### config.mk
export PLATFORM = sky130hd
export DESIGN_NAME = picomem_wb_bridge_flat
export DESIGN_NICKNAME = d
export VERILOG_FILES = /design/src/rtl/picomem_wb_pkg.sv /design/src/rtl/picomem_wb_bridge_if.sv /design/src/rtl/picomem_wb_bridge.sv /design/src/flat_wrapper.sv
export SDC_FILE = /design/constraint.sdc
export NUM_CORES = 1
export LEC_CHECK = 0
export ABC_AREA = 1
export CAP_MARGIN = 20
export CORE_AREA = 3 3 127 129
export DETAILED_ROUTE_END_ITERATION = 10
export DIE_AREA = 0 0 130 132
export PLACE_DENSITY_LB_ADDON = 0.05
export REMOVE_ABC_BUFFERS = 1
export SETUP_SLACK_MARGIN = 0.1
export SYNTH_ARGS = -nofsm -noshare
export SYNTH_HDL_FRONTEND = slang
export SYNTH_SLANG_ARGS = --single-unit
### constraint.sdc
create_clock -name clk -period 1.6 [get_ports clk]
set_clock_uncertainty 0.2 [all_clocks]
set_input_delay 0.32 -clock clk [delete_from_list [all_inputs] [get_ports clk]]
set_output_delay 0.32 -clock clk [all_outputs]
set_load 0.1 [all_outputs]
### src/rtl/picomem_wb_pkg.sv
// rtl/picomem_wb_pkg.sv - shared types and constants for the PicoMem to Wishbone bridge
package picomem_wb_pkg;

  // Bridge sequencing: wait for a request, run one Wishbone cycle, pulse ready
  typedef enum logic [1:0] {
    IDLE = 2'd0,
    BUS  = 2'd1,
    RESP = 2'd2
  } state_t;

  // Word handed back to the CPU when a read ends in error or timeout
  localparam logic [31:0] DEFAULT_ERR_DATA = 32'hDEAD_BEEF;

endpackage

### src/rtl/picomem_wb_bridge_if.sv
// rtl/picomem_wb_bridge_if.sv - Wishbone B4 classic bus bundle with master/slave views
interface picomem_wb_bridge_if #(
  parameter int ADDR_WIDTH = 28
);

  logic                  wb_cyc_o;
  logic                  wb_stb_o;
  logic                  wb_we_o;
  logic [ADDR_WIDTH-1:0] wb_adr_o;
  logic [31:0]           wb_dat_o;
  logic [3:0]            wb_sel_o;
  logic [31:0]           wb_dat_i;
  logic                  wb_ack_i;
  logic                  wb_err_i;

  // Bridge side: drives the cycle, receives data and termination
  modport master (
    output wb_cyc_o, wb_stb_o, wb_we_o, wb_adr_o, wb_dat_o, wb_sel_o,
    input  wb_dat_i, wb_ack_i, wb_err_i
  );

  // Peripheral side: observes the cycle, returns data and termination
  modport slave (
    input  wb_cyc_o, wb_stb_o, wb_we_o, wb_adr_o, wb_dat_o, wb_sel_o,
    output wb_dat_i, wb_ack_i, wb_err_i
  );

endinterface

### src/rtl/picomem_wb_bridge.sv
// rtl/picomem_wb_bridge.sv - one-at-a-time PicoMem slave to Wishbone classic master with watchdog
module picomem_wb_bridge
  import picomem_wb_pkg::*;
#(
  parameter int          ADDR_WIDTH     = 28,
  parameter int          TIMEOUT_CYCLES = 255,
  parameter logic [31:0] ERR_DATA       = DEFAULT_ERR_DATA
) (
  input  logic                clk,
  input  logic                reset,
  input  logic                mem_s_valid,
  output logic                mem_s_ready,
  input  logic [31:0]         mem_s_addr,
  input  logic [31:0]         mem_s_wdata,
  input  logic [3:0]          mem_s_wstrb,
  output logic [31:0]         mem_s_rdata,
  picomem_wb_bridge_if.master wb,
  output logic                err_sticky,
  output logic [31:0]         err_addr,
  input  logic                err_clr
);

  // Counter must hold 0..TIMEOUT_CYCLES-1; keep at least one bit when the watchdog is off
  localparam int CNT_W = (TIMEOUT_CYCLES > 0) ? $clog2(TIMEOUT_CYCLES + 1) : 1;
  localparam logic [CNT_W-1:0] CNT_LAST = CNT_W'((TIMEOUT_CYCLES > 0) ? TIMEOUT_CYCLES - 1 : 0);
  localparam bit WATCHDOG_ON = (TIMEOUT_CYCLES > 0);

  state_t                r_state;
  logic [CNT_W-1:0]      r_cnt;
  logic [31:0]           r_addr;
  logic                  r_cyc;
  logic                  r_we;
  logic [ADDR_WIDTH-1:0] r_wb_adr;
  logic [31:0]           r_wb_dat;
  logic [3:0]            r_wb_sel;
  logic                  r_ready;
  logic [31:0]           r_rdata;
  logic                  r_err_sticky;
  logic [31:0]           r_err_addr;

  logic w_timeout;
  logic w_fail;
  logic w_bus_fail;

  // Watchdog fires on the last allowed wait cycle; ack in that same cycle still wins
  assign w_timeout  = WATCHDOG_ON && (r_cnt == CNT_LAST);
  assign w_fail     = wb.wb_err_i || (!wb.wb_ack_i && w_timeout);
  assign w_bus_fail = (r_state == BUS) && w_fail;

  assign mem_s_ready = r_ready;
  assign mem_s_rdata = r_rdata;
  assign wb.wb_cyc_o = r_cyc;
  assign wb.wb_stb_o = r_cyc;
  assign wb.wb_we_o  = r_we;
  assign wb.wb_adr_o = r_wb_adr;
  assign wb.wb_dat_o = r_wb_dat;
  assign wb.wb_sel_o = r_wb_sel;
  assign err_sticky  = r_err_sticky;
  assign err_addr    = r_err_addr;

  // Transaction FSM: latch request, hold the Wishbone cycle until termination, pulse ready once
  always_ff @(posedge clk) begin
    if (reset) begin
      r_state  <= IDLE;
      r_cnt    <= '0;
      r_addr   <= '0;
      r_cyc    <= 1'b0;
      r_we     <= 1'b0;
      r_wb_adr <= '0;
      r_wb_dat <= '0;
      r_wb_sel <= '0;
      r_ready  <= 1'b0;
      r_rdata  <= '0;
    end else begin
      case (r_state)
        IDLE: begin
          if (mem_s_valid) begin
            r_addr   <= mem_s_addr;
            r_wb_adr <= mem_s_addr[ADDR_WIDTH+1:2];
            r_wb_dat <= mem_s_wdata;
            r_we     <= |mem_s_wstrb;
            r_wb_sel <= (|mem_s_wstrb) ? mem_s_wstrb : 4'hF;
            r_cyc    <= 1'b1;
            r_cnt    <= '0;
            r_state  <= BUS;
          end
        end
        BUS: begin
          if (w_fail) begin
            r_rdata <= ERR_DATA;
            r_cyc   <= 1'b0;
            r_ready <= 1'b1;
            r_state <= RESP;
          end else if (wb.wb_ack_i) begin
            r_rdata <= r_we ? 32'h0 : wb.wb_dat_i;
            r_cyc   <= 1'b0;
            r_ready <= 1'b1;
            r_state <= RESP;
          end else if (WATCHDOG_ON) begin
            r_cnt <= r_cnt + CNT_W'(1);
          end
        end
        RESP: begin
          r_ready <= 1'b0;
          r_state <= IDLE;
        end
        default: begin
          r_cyc   <= 1'b0;
          r_ready <= 1'b0;
          r_state <= IDLE;
        end
      endcase
    end
  end

  // Error capture: first failing address is kept until cleared; a clear beats a same-cycle error
  always_ff @(posedge clk) begin
    if (reset) begin
      r_err_sticky <= 1'b0;
      r_err_addr   <= '0;
    end else if (err_clr) begin
      r_err_sticky <= 1'b0;
      r_err_addr   <= '0;
    end else if (w_bus_fail) begin
      r_err_sticky <= 1'b1;
      if (!r_err_sticky) begin
        r_err_addr <= r_addr;
      end
    end
  end

endmodule

### src/flat_wrapper.sv
// flat-port wrapper written by rule: the top's interface ports become plain ports
module picomem_wb_bridge_flat import picomem_wb_pkg::*;
#(
  parameter int          ADDR_WIDTH     = 28,
  parameter int          TIMEOUT_CYCLES = 255,
  parameter logic [31:0] ERR_DATA       = DEFAULT_ERR_DATA
)
  (clk, reset, mem_s_valid, mem_s_ready, mem_s_addr, mem_s_wdata, mem_s_wstrb, mem_s_rdata, err_sticky, err_addr, err_clr, wb_wb_cyc_o, wb_wb_stb_o, wb_wb_we_o, wb_wb_adr_o, wb_wb_dat_o, wb_wb_sel_o, wb_wb_dat_i, wb_wb_ack_i, wb_wb_err_i);
  picomem_wb_bridge_if #(.ADDR_WIDTH(ADDR_WIDTH)) wb_i ();
  input  logic clk;
  input  logic reset;
  input  logic mem_s_valid;
  output logic mem_s_ready;
  input  logic [31:0] mem_s_addr;
  input  logic [31:0] mem_s_wdata;
  input  logic [3:0] mem_s_wstrb;
  output logic [31:0] mem_s_rdata;
  output logic err_sticky;
  output logic [31:0] err_addr;
  input  logic err_clr;
  output wire logic [$bits(wb_i.wb_cyc_o)-1:0] wb_wb_cyc_o;
  output wire logic [$bits(wb_i.wb_stb_o)-1:0] wb_wb_stb_o;
  output wire logic [$bits(wb_i.wb_we_o)-1:0] wb_wb_we_o;
  output wire logic [$bits(wb_i.wb_adr_o)-1:0] wb_wb_adr_o;
  output wire logic [$bits(wb_i.wb_dat_o)-1:0] wb_wb_dat_o;
  output wire logic [$bits(wb_i.wb_sel_o)-1:0] wb_wb_sel_o;
  input wire logic [$bits(wb_i.wb_dat_i)-1:0] wb_wb_dat_i;
  input wire logic [$bits(wb_i.wb_ack_i)-1:0] wb_wb_ack_i;
  input wire logic [$bits(wb_i.wb_err_i)-1:0] wb_wb_err_i;
  assign wb_wb_cyc_o = wb_i.wb_cyc_o;
  assign wb_wb_stb_o = wb_i.wb_stb_o;
  assign wb_wb_we_o = wb_i.wb_we_o;
  assign wb_wb_adr_o = wb_i.wb_adr_o;
  assign wb_wb_dat_o = wb_i.wb_dat_o;
  assign wb_wb_sel_o = wb_i.wb_sel_o;
  assign wb_i.wb_dat_i = wb_wb_dat_i;
  assign wb_i.wb_ack_i = wb_wb_ack_i;
  assign wb_i.wb_err_i = wb_wb_err_i;
  picomem_wb_bridge #(.ADDR_WIDTH(ADDR_WIDTH), .TIMEOUT_CYCLES(TIMEOUT_CYCLES), .ERR_DATA(ERR_DATA)) u_core (.clk(clk), .reset(reset), .mem_s_valid(mem_s_valid), .mem_s_ready(mem_s_ready), .mem_s_addr(mem_s_addr), .mem_s_wdata(mem_s_wdata), .mem_s_wstrb(mem_s_wstrb), .mem_s_rdata(mem_s_rdata), .wb(wb_i), .err_sticky(err_sticky), .err_addr(err_addr), .err_clr(err_clr));
endmodule
==> metrics, run 1 <==
outcome=finished, violations left; failing checks=setup timing; DRC=0; Main synth FF type=dfxtp_1; Final Instance Area=~11000 µm²; total gr overflow=0; cells after synthesis=804; via count=just over 6000; Setup Viol. Count Final=75; ANT cells=0; asr flop ratio synth=0%; Initial Util=38.6%; Clock Root Buffer=clkbuf_16; IO Pins=239; vias in the first global route=around 5600; maximum clock rate=approximately 560 MHz; hold buffers post-CTS=0; first-pass detailed-route iteration total=4; worst slew pin tran=a little under 300 ps; area of the die=17200 µm²; max-slew violations=0; WS Path Type=reg -> reg; Static Leak=between 4 and 5 nW; share of the synthesized area in the top cell type=about half; CTS tree=built; Min Clock Period, post-route=1800 ps; Clock Tree Buf Depth=2; number of max-cap violations=0; Filler Cells Inserted=between 1000 and 1500; Clock Sinks=about 150; CP Launch Type=flip-flop; P&R area growth vs syn=96.0%; fin worst setup slack=-201 ps; largest net degree at the start of global routing=between 60 and 70; DIE WIDTH=~130 µm; syn avg cell area=7.28 µm²; non-filler cells, final=approximately 1300; CTS HTree Levels=4; sequential element share of the synthesized area=around 50%; YS warnings=0; initial antenna violation count=1; post-synthesis cell area=approximately 5900 µm²; Setup crit end kind=flip-flop; post-synth cell types=26; worst reg2reg path startpoint=u_core.r_cnt[0]; nets=between 1000 and 1500; post-synthesis register bit count=roughly 150; final period utilization=113%; via/cell ratio=slightly below 5; PortBufs=238; clk slew on worst S/H paths=approximately 60 ps; mean routed wirelength per cell=approximately 16 µm; cell taking the most area after synthesis=dfxtp_1; post-placement cell area=about 9800 µm²; Inserted Clock Buffers=17; first-pass GRT wire length=slightly below 30000 µm; power per cell area=about 1100 nW/µm²; GPL Wtd Cong=0.805; DP Wirelength=between 10000 and 15000 µm; Inst Count DP=approximately 1200; RSZ-0062 raised after global routing=yes; slew margin rel.=between 80% and 90%; hold crit path type=reg -> reg; CP max FO=6; Worst Min Path Start=u_core.r_state[0]; VDD IR max=between 0.7 and 0.8 mV; Final Hold Viols=0; Starting DRT DRC Count=between 300 and 400; Critical Path AT=around 1900 ps; WL final=roughly 20000 µm; number of flops mapped to enable cells by yosys=0; top post-synthesis cells by count=184 x nor2_1, 151 x nand2_1, 146 x dfxtp_1; worst skew pair latency=around 420 ps; final hold slack=around 230 ps; most common cell in the netlist=nor2_1; CORE AREA=15100 µm²; Power, Total=~13 mW; dominant cells by area after synthesis=dfxtp_1 50%, nor2_1 12%, nand2_1 9.7%, o21ai_0 7.0%, inv_1 4.3%; setup TNS=-7740 ps; layout cells sized above 1=a little over two fifths; CP Data Required Time=between 1500 and 2000 ps; Cell Rows=45; crit path from=u_core.r_cnt[0]; chip height=roughly 130 µm; gr usage total=a little over a fifth; post-route ant nets=0
where the power goes:
part	leakage [nW]	internal, mW	switching, mW
clock network	0.310	2.82	1.50
registers	1.26	3.91	0.253
logic	3.16	1.57	2.45
worst paths after layout:
| check | endpoint | slack, ps | cells after the start |
|---|---|---|---|
| max | u_core.mem_s_rdata[31] | -200 | 11 |
| min | u_core.wb.wb_cyc_o | 230 | 1 |
| max reg2reg | u_core.mem_s_rdata[31] | -200 | 11 |
| min reg2reg | u_core.wb.wb_cyc_o | 230 | 1 |
placed cells by master (no fill, tap or decap), types with 30 or more instances in the layout:
master,netlist,routed
a21oi_1,47,30
clkdlybuf4s50_1,0,105
nor2_1,184,168
buf_4,30,44
nand2_1,151,130
o21ai_0,82,59
dfxtp_2,0,108
o21ai_1,15,36
buf_12,0,146
inv_1,67,63
worst max-delay path, stage by stage, from the launching register on:
cell,delay [ps]
dfxtp_2,330
inv_2,50
ha_4,150
nand2_4,70
nor2_4,40
a21oi_4,160
nand2_2,100
nand2_4,130
buf_12,150
clkbuf_16,150
nor2_2,30
nor2_1,140
cell type report:
cell class	count	area, µm²	share of cell area, %
clock inverters	11	185	1.61
repair buffers	311	4640	40.5
inverters	69	267	2.32
well taps	188	235	2.05
clock buffers	19	453	3.95
multi-input cells	516	2530	22.1
flip-flops and latches	146	3150	27.5
state kept, by name, indices dropped and copies added, names as in the netlist, 2 cells and up:
register / flops
u_core.wb.wb_dat_o: 32
u_core.wb.wb_adr_o: 27
u_core.r_state: 2
u_core.mem_s_rdata: 32
u_core.r_addr: 5
u_core.wb.wb_sel_o: 4
u_core.r_cnt: 8
u_core.err_addr: 32
layer usage:
layer | global-route usage, % | vias up | part of all wire, %
li1 | - | 3001 | -
met1 | 26.5 | 2882 | 41
met2 | 35.3 | 182 | 50
met3 | 6.97 | 34 | 6.9
met4 | 6.76 | 2 | 2.0
met5 | 0 | - | 0.060
what timing repair did:
action,in CTS,in global routing
endpoints found under the setup margin,210,200
pin swaps,3,20
setup buffers,12,16
cloned,5,6
resized for setup,179,99
cell families after synthesis:
kind of cell               Yosys count  synth area share [%]
AOI/OAI and AO/OA                  150                  13.2
xor gates and xnor gates             1                 0.150
adders and majority gates            2                 0.428
buffers and inverters              142                  11.6
DFF                                146                  49.9
and+or+nand+nor                    363                  24.7
stage by stage:
stage	setup slack (ps)	util (%)
6_report	-201	75.7
5_1_grt	-264	75.7
4_1_cts	-101	72.5
3_5_place_dp	-425	64.5
3_3_place_gp	-369	64.5
2_1_floorplan	-1570	-
Power figures use the tool's default switching activity.
==> run 2: changes to the inputs <==
- CTS_CLUSTER_SIZE: default -> 12
==> results of run 2 <==
Same layout as run 1: the final DEF is identical, and so are final timing and power.
==> run 3: changes to the inputs <==
- SLEW_MARGIN: default -> 10
==> results of run 3 <==
Same layout as run 1: the final DEF is identical, and so are final timing and power.
